[src/rtl/dadda_final_adder.sv]
// dadda_final_adder
//   Final carry-propagate adder behind the Dadda reduction tree of the 32x32
//   radix-4 multiplier. It adds the two reduced rows as an unsigned N-bit
//   modular sum. The default build adds one SEG-bit slice per cycle and
//   ripples the carry between slices through a flop.
//
//   Build option: define DADDA_FA_FLAT_EN to perform the whole N-bit add in a
//   single ADD cycle. This build has no slice counter and no carry flop, and
//   it produces bit-identical results.
//
//   Ports
//     CLK    in   rising-edge clock
//     RST    in   synchronous reset, active-high
//     VIN    in   ROW_A/ROW_B valid
//     ROW_A  in   [N-1:0] reduced row 0
//     ROW_B  in   [N-1:0] reduced row 1
//     READY  out  operand pair can be accepted this cycle (low only in ADD)
//     SUM    out  [N-1:0] (ROW_A + ROW_B) mod 2^N, updated only at completion
//     COUT   out  carry out of bit N-1 (debug)
//     VOUT   out  one-cycle pulse: SUM/COUT hold a new result
module dadda_final_adder #(
  parameter int unsigned N   = 66,
  parameter int unsigned SEG = 22
) (
  input  logic         CLK,
  input  logic         RST,
  input  logic         VIN,
  input  logic [N-1:0] ROW_A,
  input  logic [N-1:0] ROW_B,
  output logic         READY,
  output logic [N-1:0] SUM,
  output logic         COUT,
  output logic         VOUT
);

  typedef enum logic [1:0] {
    IDLE = 2'd0,
    ADD  = 2'd1,
    DONE = 2'd2
  } state_t;

  state_t       state_q, state_d;
  logic [N-1:0] a_q, a_d;
  logic [N-1:0] b_q, b_d;
  logic [N-1:0] sum_q, sum_d;
  logic         cout_q, cout_d;
  logic         vout_q, vout_d;
  logic         accept;

`ifdef DADDA_FA_FLAT_EN
  logic [N:0]   full;
`else
  localparam int unsigned NSEG = N / SEG;
  localparam int unsigned CW   = (NSEG > 1) ? $clog2(NSEG) : 1;

  logic [CW-1:0] cnt_q, cnt_d;
  logic          carry_q, carry_d;
  logic [N-1:0]  work_q, work_d;
  logic [SEG:0]  slice;
  int unsigned   base;
`endif

  always_comb begin
    state_d = state_q;
    a_d     = a_q;
    b_d     = b_q;
    sum_d   = sum_q;
    cout_d  = cout_q;
    vout_d  = 1'b0;
    accept  = 1'b0;
`ifdef DADDA_FA_FLAT_EN
    full    = '0;
`else
    cnt_d   = cnt_q;
    carry_d = carry_q;
    work_d  = work_q;
    slice   = '0;
    base    = SEG * 32'(cnt_q);
`endif

    case (state_q)
      IDLE: begin
        if (VIN) accept = 1'b1;
      end
      ADD: begin
`ifdef DADDA_FA_FLAT_EN
        full    = {1'b0, a_q} + {1'b0, b_q};
        sum_d   = full[N-1:0];
        cout_d  = full[N];
        vout_d  = 1'b1;
        state_d = DONE;
`else
        slice = {1'b0, a_q[base +: SEG]} + {1'b0, b_q[base +: SEG]}
              + {{SEG{1'b0}}, carry_q};
        work_d[base +: SEG] = slice[SEG-1:0];
        carry_d = slice[SEG];
        cnt_d   = cnt_q + CW'(1);
        // The last slice is merged into the result directly, so SUM never
        // shows a partially computed value.
        if (cnt_q == CW'(NSEG - 1)) begin
          sum_d   = work_d;
          cout_d  = slice[SEG];
          vout_d  = 1'b1;
          state_d = DONE;
        end
`endif
      end
      DONE: begin
        if (VIN) accept = 1'b1;
        else     state_d = IDLE;
      end
      default: state_d = IDLE;
    endcase

    if (accept) begin
      a_d     = ROW_A;
      b_d     = ROW_B;
      state_d = ADD;
`ifndef DADDA_FA_FLAT_EN
      cnt_d   = '0;
      carry_d = 1'b0;
`endif
    end
  end

  always_ff @(posedge CLK) begin
    if (RST) begin
      state_q <= IDLE;
      a_q     <= '0;
      b_q     <= '0;
      sum_q   <= '0;
      cout_q  <= 1'b0;
      vout_q  <= 1'b0;
`ifndef DADDA_FA_FLAT_EN
      cnt_q   <= '0;
      carry_q <= 1'b0;
      work_q  <= '0;
`endif
    end else begin
      state_q <= state_d;
      a_q     <= a_d;
      b_q     <= b_d;
      sum_q   <= sum_d;
      cout_q  <= cout_d;
      vout_q  <= vout_d;
`ifndef DADDA_FA_FLAT_EN
      cnt_q   <= cnt_d;
      carry_q <= carry_d;
      work_q  <= work_d;
`endif
    end
  end

  assign READY = (state_q != ADD);
  assign SUM   = sum_q;
  assign COUT  = cout_q;
  assign VOUT  = vout_q;

endmodule

[config.mk]
export PLATFORM = sky130hd
export DESIGN_NAME = dadda_final_adder
export DESIGN_NICKNAME = d
export VERILOG_FILES = /design/src/rtl/dadda_final_adder.sv
export SDC_FILE = /design/constraint.sdc
export NUM_CORES = 1
export LEC_CHECK = 0
export ABC_AREA = 1
export BUFFER_PORTS_ARGS = -buffer_cell sky130_fd_sc_hd__clkbuf_2
export CORE_ASPECT_RATIO = 0.7
export CORE_MARGIN = 10
export CORE_UTILIZATION = 45
export DETAILED_ROUTE_END_ITERATION = 10
export RECOVER_POWER = 50
export SLEW_MARGIN = 10
export SYNTH_ARGS = -nofsm -noshare
export SYNTH_HDL_FRONTEND = slang
export SYNTH_SLANG_ARGS = --single-unit
export TNS_END_PERCENT = 50
[constraint.sdc]
create_clock -name CLK -period 10.6 [get_ports CLK]
set_input_delay 1.06 -clock CLK [delete_from_list [all_inputs] [get_ports CLK]]
set_output_delay 1.06 -clock CLK [all_outputs]
set_load 0.01 [all_outputs]
After elaboration in Yosys (flattened, before gate mapping)
Cells that the tools add are included.
{"block": "word_totals", "ff_bits": 271, "inputBits": 135, "out_inout_bits": 69, "elab_cells": 45}
{"block": "op_classes", "addsub": 4, "multipliers": 1, "eq_ne": 9, "shift": 4, "muxes": 8, "bitwise_logic": 2, "n_reduce_logical": 7}
{"operator": "66-bit by 8-bit variable part select with 22-bit output", "count": 2}
{"operator": "66-bit bitwise mux", "count": 1}
{"operator": "22-bit by 34-bit variable shift with 66-bit output, first input constant", "count": 1}
{"operator": "22-bit by 34-bit variable part select with 66-bit output", "count": 1}
{"operator": "7-bit negation with 34-bit output", "count": 1}
{"operator": "22-bit by 22-bit adder with 23-bit output", "count": 1}
{"operator": "23-bit by 1-bit adder with 23-bit output", "count": 1}
{"operator": "4-bit by 2-bit multiplier with 6-bit output, first input constant", "count": 1}
{"operator": "2-bit != test, second input constant", "count": 3}
{"operator": "3-bit != test, second input constant", "count": 2}
{"operator": "2-bit case mux with 3 select lines", "count": 1}
{"operator": "3-bit AND reduction", "count": 2}
{"operator": "2-bit OR reduction", "count": 3}
{"operator": "2-bit == test, second input constant", "count": 2}
{"operator": "1-bit two-way mux", "count": 4}
{"operator": "2-bit two-way mux", "count": 2}
{"operator": "2-bit by 1-bit adder with 2-bit output, second input constant", "count": 1}
{"operator": "2-bit by 1-bit == test with 1-bit output, second input constant", "count": 1}
{"operator": "2-bit zero test", "count": 1}
{"operator": "2-bit by 1-bit != test with 1-bit output, second input constant", "count": 1}
{"operator": "1-bit inverter", "count": 2}
{"operator": "2-bit AND reduction", "count": 1}

Longest topological paths before layout
Gate-level depths: netlist (run 1).
{"block": "depth", "word_depth": 6, "depth_mapped": 28, "ltp_nobuf": 24}

Worst setup path before layout (run 1)
OpenSTA, ideal clock, no wires.
{"block": "synth_path", "kind": "register -> register", "start": "reg cnt_q[0]", "end": "reg work_q[62]", "setup_ps": 109, "arrival_ps": 3444, "t_required_ps": 10491, "slack_ps": 7047, "path_stages_with_launch": 28, "n_path_buf": 4, "period_less_slack_ps": 3553, "cell_sequence": "dfxtp_1 buf_2 inv_2 buf_2 clkbuf_1 clkbuf_1 nor2_1 o21ai_0 fa_1 fa_1 nand3_1 nand3_2 nand2_1 nand2_2 nand2_1 nand2_1 nand2_1 nand2_1 nand2_1 nand2_1 nand3_1 nand3_1 nand3_1 nand2_1 nand2_1 nand3_1 nand2_1 inv_1"}
{"block": "synth_via", "elab_chain_cells": 6, "word_cells_on_any_way": 9, "cone_classes": "3 x add/sub; 1 x mul; 4 x shift; 1 x mux"}
{"element": "start: declaration", "line_no": "56", "rtl": "logic [CW-1:0] cnt_q, cnt_d;"}
{"element": "start signal: assignment", "line_no": "147", "rtl": "cnt_q <= cnt_d;"}
{"element": "4-bit by 2-bit multiplier with 6-bit output (*)", "line_no": "78", "rtl": "base = SEG * 32'(cnt_q);"}
{"element": "66-bit by 8-bit variable part select with 22-bit output", "line_no": "93", "rtl": "slice = {1'b0, a_q[base +: SEG]} + {1'b0, b_q[base +: SEG]}"}
{"element": "22-bit by 22-bit adder with 23-bit output", "line_no": "93"}
{"element": "23-bit by 1-bit adder with 23-bit output", "line_no": "94", "rtl": "+ {{SEG{1'b0}}, carry_q};"}
{"element": "22-bit by 34-bit variable part select with 66-bit output", "line_no": "95", "rtl": "work_d[base +: SEG] = slice[SEG-1:0];"}
{"element": "66-bit bitwise mux (*)", "line_no": "95"}
{"element": "end signal: assignment", "line_no": "149", "rtl": "work_q <= work_d;"}
{"element": "end: declaration", "line_no": "58", "rtl": "logic [N-1:0] work_q, work_d;"}
Every way passes the cells marked *; elsewhere a longest branch is shown, timed or not.
A chain may end at the register's enable or synchronous reset.

Worst setup path in the final report (run 1)
{"block": "layout_path", "start": "in VIN", "end": "reg a_q[4]"}
{"block": "layout_via", "elab_chain_cells": 2}
{"element": "start: declaration", "line_no": "27", "rtl": "input logic VIN,"}
{"element": "1-bit two-way mux", "line_no": "83, 109"}
{"element": "1-bit two-way mux"}
{"element": "end signal: assignment", "line_no": "129", "rtl": "a_q <= '0;"}
{"element": "end signal: assignment", "line_no": "141", "rtl": "a_q <= a_d;"}
{"element": "end: declaration", "line_no": "43", "rtl": "logic [N-1:0] a_q, a_d;"}
Every way passes these cells.

==> impl_summary.txt, run 1 <==
----------------------------------------------------
[Outcome]
  Run status ... finished with violations
  Failing checks ... capacitance limit, slew limit

[Clock tree]
  Maximum count of clock buffers along a single path ... 3
  CTS tree ... yes
  # hold bufs at CTS ... 0
  Clk root buf ... sky130_fd_sc_hd__clkbuf_16
  Clock transition at the registers of the reported paths ... 60 ps
  Post-cts sizing count ... 0
  Post-CTS Setup Inserts ... 0
  Num Clock Sinks ... 271
  Clock Latency Late Sink ... 560 ps
  Clock buffer count from CTS ... 27
  CTS H-Tree Depth ... 1

[Detailed routing]
  Routed wire length per instance ... 18.6 um
  Vias per cell ... 5.52
  Routed wire length ... 53800 um
  DRC violation total after the first TritonRoute iteration ... 1557
  Total DRC errors in the routed layout ... 0
  Antenna-violating nets left ... 0
  Router iterations before antenna repair ... 7
  Total via count in the routed design ... 15900

[Critical path]
  CP max stage cell ... sky130_fd_sc_hd__clkbuf_1
  Setup Crit Path Kind ... input pin to flop
  Required @ worst endpoint ... 11070 ps
  Crit Path Max Fanout ... 104
  Worst path max stage delay ... 3190 ps
  Crit end category ... flop
  Arr. time, crit path ... 6190 ps
  Kind of start point of the critical path ... input pin
  Cell-by-cell trace of the critical path ... clkbuf_2 -> nand2_1 -> clkinvlp_2 -> clkbuf_1 -> nor2_1 -> nor2_1
  Most common cell type on the critical path ... sky130_fd_sc_hd__nor2_1

[Timing]
  Unrepaired setup endpoints after global routing ... no
  Shortest period the worst path allows ... 5720 ps
  Max-slew violations ... 282
  Hold violation total from the final report ... 0
  Worst slew margin ... -200%
  Setup total negative slack ... 0 ps
  Post-route clock skew ... 15.9 ps
  Number of failing setup endpoints in the final timing report ... 0
  Transition time of the tightest slew-check pin ... 4510 ps
  Final worst hold slack ... 478 ps
  Highest attainable clock frequency ... 175 MHz
  Tcrit/Tclk final ... 54.0%

[Synthesis]
  Count of cell types in the netlist ... 36
  Number of enable-type register cells in the synthesized netlist ... 0
  Number of cells produced by synthesis ... 2343
  Post-synthesis area per instance ... 6.38 um2
  Cell types occupying the most area after synthesis ... sky130_fd_sc_hd__dfxtp_1, sky130_fd_sc_hd__nand2_1, sky130_fd_sc_hd__nand3_1
  Post-synthesis cell area ... 14900 um2
  Yosys warning total ... 0
  Ys flop type ... sky130_fd_sc_hd__dfxtp_1
  Register bit count reported by yosys ... 271
  Net Count, Synth ... 2506
  Portion of synthesized cell area occupied by the leading cell type ... 36.3%
  Post-synthesis cell type with the largest combined area ... sky130_fd_sc_hd__dfxtp_1
  Proportion of synthesized chip area in sequential cells ... 36.3%
  Share of flip-flops with an asynchronous set or reset after synthesis ... 0%

[GRT]
  Overall global routing resource usage ... 25.5%
  Remaining Overflow, GRT ... 0
  Vias in the first global route ... 14600
  Number of antenna violations at the first check in global routing ... 1
  Pin count of the biggest net entering global routing ... 111
  First-pass GRT wire length ... 83700 um

[Placement]
  Gpl congestion ... 0.998
  # port buffers ... 203
  Detailed placement HPWL ... 39700 um

[Cells and area]
  Share of final-layout standard cells stronger than drive strength 1 ... 9.23%
  Number of nets at the end of the flow ... 2608
  Antenna diode count ... 0
  Layout overhead on the synthesized area ... 12.3%

[Floorplanning]
  Die X-Extent ... 238 um
  Initial Utilization ... 45.9%
  Number of top-level pins ... 204
  Die outline area ... 41000 um2
  Floorplan Core Area ... 32600 um2
  Die Height ... 172 um
  Num rows ... 55

[Worst hold path]
  HP Class ... flop to flop

[Power and ir drop]
  Largest voltage drop on the vdd net ... 0.000111 V
  Power per cell area ... 174 nW/um2
  Static leakage ... 8.01 nW

[Run]
  # Max-Cap Violations ... 3

----------------------------------------------------
==> path summary, 6_finish.rpt <==
path | end | slack (ps) | startpoint | depth (start not counted)
min reg2reg | a_q[15] | 480 | a_q[15] | 2
min | a_q[15] | 480 | a_q[15] | 2
max | a_q[4] | 4880 | VIN | 6
max reg2reg | a_q[4] | 5040 | state_q[0] | 6
==> cell type report <==
type / count / area, um2
clock buffers: 39 / 761
repair buffers: 225 / 1080
inverters: 208 / 786
flip-flops and latches: 271 / 5430
well taps: 427 / 534
clock inverters: 4 / 45.0
fillers: 3399 / 15800
multi-input cells: 1712 / 8150
==> through the flow <==
step | util (%) | power, mW | area [um2] | setup slack [ps] | std cells
6_report | 51.6 | 2.93 | 16800 | 4880 | 2886
5_1_grt | 51.6 | 3.08 | 16800 | 4230 | 2886
4_1_cts | 51.9 | 2.92 | 16900 | 5250 | 2886
3_5_place_dp | 49.4 | 2.00 | 16100 | 5290 | 2843
3_3_place_gp | 49.4 | 2.00 | 16100 | 5410 | 2843
2_1_floorplan | - | 1.72 | 14900 | 7050 | 2343
==> layer usage <==
layer | global-route usage [%] | wire [um] | part of all wire, % | vias to the layer above
li1 | - | - | - | 7872
met1 | 37.8 | 26200 | 49 | 7441
met2 | 36.9 | 21500 | 40 | 582
met3 | 6.52 | 5380 | 10 | 42
met5 | 0 | 0 | 0 | -
met4 | 3.17 | 636 | 1.2 | 0
==> kinds of logic after synthesis <==
kind of cell | after synthesis | share of synthesized area (%)
buf+inv | 360 | 9.25
simple gates | 1207 | 34.3
xor+xnor | 5 | 0.469
fa+ha+maj | 28 | 2.44
compound gates | 472 | 17.2
flops | 271 | 36.3
==> power by group <==
part	leakage (nW)	internal (mW)	switching [mW]	total [mW]
logic	5.38	0.261	0.617	0.878
clock network	0.397	0.515	0.400	0.916
registers	2.23	1.10	0.0398	1.14
total	8.01	1.87	1.06	2.93
==> cell usage in the layout (no fill, tap or decap), types with 4 or more instances in the layout <==
master / netlist / final
sky130_fd_sc_hd__o21a_1: 35 / 35
sky130_fd_sc_hd__o21ai_0: 301 / 301
sky130_fd_sc_hd__nand3b_1: 5 / 5
sky130_fd_sc_hd__o21bai_1: 14 / 14
sky130_fd_sc_hd__inv_1: 198 / 198
sky130_fd_sc_hd__nand2_2: 5 / 5
sky130_fd_sc_hd__nor2_1: 410 / 409
sky130_fd_sc_hd__nor3_1: 6 / 6
sky130_fd_sc_hd__nand4_1: 35 / 35
sky130_fd_sc_hd__dfxtp_1: 271 / 270
sky130_fd_sc_hd__o21ai_1: 13 / 13
sky130_fd_sc_hd__o211ai_1: 30 / 30
sky130_fd_sc_hd__clkbuf_2: 0 / 135
sky130_fd_sc_hd__clkinv_2: 0 / 4
sky130_fd_sc_hd__buf_4: 1 / 18
sky130_fd_sc_hd__inv_2: 6 / 4
sky130_fd_sc_hd__ha_1: 26 / 25
sky130_fd_sc_hd__clkbuf_8: 0 / 4
sky130_fd_sc_hd__nand2_1: 413 / 413
sky130_fd_sc_hd__clkbuf_1: 109 / 80
sky130_fd_sc_hd__nand3_2: 5 / 5
sky130_fd_sc_hd__or2_2: 12 / 12
sky130_fd_sc_hd__nand3_1: 308 / 308
sky130_fd_sc_hd__clkbuf_16: 0 / 27
sky130_fd_sc_hd__a21oi_1: 75 / 75
==> cell usage after synthesis, drive strengths merged (4+ instances only) <==
master,instances
buf,43
a21oi,75
nand2,418
nor3,7
o21ai,314
or2,12
o21bai,14
inv,204
nand3,313
ha,26
o211ai,30
nand3b,5
clkbuf,109
clkinv,4
nor2,414
dfxtp,271
o21a,35
nand4,35
==> critical path, delay by kind of cell <==
family	cells	cell delay [ps]
AND/OR/NAND/NOR	3	780
buffers and inverters	3	4260
==> flip-flops by register name, indices dropped and copies added, names as in the netlist <==
name     count
a_q         66
cnt_q        2
state_q      2
carry_q      1
COUT         1
VOUT         1
work_q      66
SUM         66
b_q         66
(Power assumes the default switching activity.)
==> run 2: changes to the inputs <==
==> constraint.sdc (replaced) <==
create_clock -name CLK -period 5.7 [get_ports CLK]
set_input_delay 0.57 -clock CLK [delete_from_list [all_inputs] [get_ports CLK]]
set_output_delay 0.57 -clock CLK [all_outputs]
set_load 0.01 [all_outputs]
==> impl_summary.txt, run 2 (synthesis results as in run 1) <==
----------------------------------------------------
[Critical path]
  Kind of start point of the critical path ... flop
  Crit Path Max Fanout ... 49 (-53%)
  Cell-by-cell trace of the critical path ... clkinv_2 -> nor2_1 -> o21ai_0 -> fa_1 -> fa_1 -> nand3_1 -> nand3_2 -> nand2_1 -> nand2_2 -> nand2_1 -> nand2_1 -> nand2_1 -> nand2_1 -> nand2_1 -> nand2_1 -> nand3_1 -> nand3_1 -> nand3_1 -> o21ai_0 -> o21ai_0 -> inv_1
  CP max stage cell ... sky130_fd_sc_hd__clkinv_2
  Setup Crit Path Kind ... flop to flop
  Required @ worst endpoint ... 6150 ps (-4920 ps)
  Worst path max stage delay ... 540 ps (-2650 ps)
  Arr. time, crit path ... 4910 ps (-1280 ps)
  Delay-heaviest family, CP ... simple AND/OR/NAND/NOR gates
  Crit end category ... flop
  Most common cell type on the critical path ... sky130_fd_sc_hd__nand2_1
  Buf+Inv Stages, Crit Path ... 2 (-1)

[Floorplanning]
  Die outline area ... 41000 um2 (unchanged)
  Die Height ... 172 um (unchanged)
  Num rows ... 55 (unchanged)
  Initial Utilization ... 45.9% (unchanged)
  Number of top-level pins ... 204 (unchanged)
  Floorplan Core Area ... 32600 um2 (unchanged)
  Die X-Extent ... 238 um (unchanged)

[Timing]
  Post-route clock skew ... 19.6 ps (+3.69 ps)
  Shortest period the worst path allows ... 4460 ps
  Hold violation total from the final report ... 0 (unchanged)
  Transition time of the tightest slew-check pin ... 2090 ps (-2410 ps)
  Number of failing setup endpoints in the final timing report ... 0 (unchanged)
  Max-slew violations ... 165 (-41%)
  Worst slew margin ... -40.2% (+160 points)
  Setup total negative slack ... 0 ps (unchanged)
  Tcrit/Tclk final ... 78.2%
  Unrepaired setup endpoints after global routing ... no
  Highest attainable clock frequency ... 224 MHz

[Cells and area]
  Share of final-layout standard cells stronger than drive strength 1 ... 9.68% (+0.44 points)
  Antenna diode count ... 0 (unchanged)
  Area used by multi-input combinational logic ... 8150 um2 (about the same)
  Area of all placed cells without fillers ... 16900 um2 (+0.96%)
  Most common cell after layout, fill and taps aside ... sky130_fd_sc_hd__nand2_1
  Most frequent cells in the layout ... sky130_fd_sc_hd__nand2_1, sky130_fd_sc_hd__nor2_1, sky130_fd_sc_hd__nand3_1, sky130_fd_sc_hd__o21ai_0, sky130_fd_sc_hd__dfxtp_1
  Layout overhead on the synthesized area ... 13.4%
  Fill cells ... 3447 (+1.4%)
  Register cell area after layout ... 5430 um2 (unchanged)
  Number of nets at the end of the flow ... 2613 (+0.19%)

[Run]
  # Max-Cap Violations ... 3 (unchanged)

[Clock tree]
  Post-CTS Setup Inserts ... 0 (unchanged)
  # hold bufs at CTS ... 0 (unchanged)
  CTS tree ... yes
  CTS H-Tree Depth ... 1 (unchanged)
  Clock Latency Late Sink ... 570 ps (about the same)
  Clock transition at the registers of the reported paths ... 60 ps (about the same)
  Maximum count of clock buffers along a single path ... 3 (unchanged)
  Clock buffer count from CTS ... 28 (+3.7%)
  Post-cts sizing count ... 0 (unchanged)
  Clk root buf ... sky130_fd_sc_hd__clkbuf_16
  Num Clock Sinks ... 271 (unchanged)

[Placement]
  # port buffers ... 203 (unchanged)
  Post-DP Area ... 16100 um2 (+0.33%)
  Gpl congestion ... 1.00 (+0.29%)
  Detailed placement HPWL ... 38800 um (-2.1%)

[Detailed routing]
  Antenna-violating nets left ... 0 (unchanged)
  DRC violation total after the first TritonRoute iteration ... 1640 (+5.3%)
  Router iterations before antenna repair ... 6 (-1)
  Vias per cell ... 5.48 (-0.79%)
  Total via count in the routed design ... 15900 (-0.41%)
  Routed wire length ... 53300 um (-0.78%)
  Total DRC errors in the routed layout ... 0 (unchanged)
  Routed wire length per instance ... 18.4 um (-1.2%)

[GRT]
  Pin count of the biggest net entering global routing ... 132 (+19%)
  Vias in the first global route ... 14500 (-0.10%)
  Remaining Overflow, GRT ... 0 (unchanged)
  Overall global routing resource usage ... 25.4% (-0.073 points)
  Number of antenna violations at the first check in global routing ... 0 (-1)
  First-pass GRT wire length ... 83500 um (-0.27%)

[Power and ir drop]
  Post-layout total power ... 5.58 mW (+90%)
  Static leakage ... 8.08 nW (+0.95%)
  Largest voltage drop on the vdd net ... 0.000218 V (+97%)
  Power per cell area ... 329 nW/um2 (+89%)

[Outcome]
  Run status ... finished with violations
  Failing checks ... capacitance limit, slew limit

[Worst hold path]
  HP Class ... input pin to flop

----------------------------------------------------
-- run 2: cell type report --
| cell class | instances | area share (%) |
|---|---|---|
| Multi-Input combinational cell | 1712 | 48.1 |
| Sequential cell | 271 | 32.0 |
| Timing Repair Buffer | 229 | 6.73 |
| Clock buffer | 42 | 4.92 |
| Inverter | 208 | 4.64 |
| Tap cell | 427 | 3.15 |
| Clock inverter | 8 | 0.450 |
-- run 2: worst min-delay path, delay by kind of cell --
family	cells	cell delay, ps
compound gates	1	70
buf+inv	1	70
simple gates	1	80
-- run 2: layer usage --
layer | vias to the layer above | track usage, % | share of wire (%)
met5 | - | 0 | 0
met4 | 0 | 3.58 | 1.2
met3 | 51 | 6.82 | 9.7
met2 | 533 | 36.4 | 40
met1 | 7404 | 37.6 | 49
li1 | 7884 | - | -
-- run 2: per-stage QoR --
step	hold WS (ps)	utilization, %	cells	worst slack (ps)
2_1_floorplan	449	-	2343	2150
3_3_place_gp	460	49.6	2847	1430
3_5_place_dp	468	49.6	2847	1370
4_1_cts	237	52.4	2897	1360
5_1_grt	274	52.1	2897	884
6_report	258	52.1	2897	1240
-- run 2: path summary, 6_finish.rpt --
path,startpoint,endpoint,slack [ps],cells after the start
setup / recovery,cnt_q[0],work_q[46],1240,21
hold / removal,ROW_A[45],a_q[45],260,3
setup reg to reg,cnt_q[0],work_q[46],1240,21
hold reg to reg,a_q[15],a_q[15],480,2
-- run 2: power breakdown --
part	total, mW	switching, mW	leakage (nW)	internal [mW]
combinational	1.64	1.16	5.41	0.479
clock	1.84	0.785	0.440	1.05
sequential	2.10	0.0670	2.23	2.04
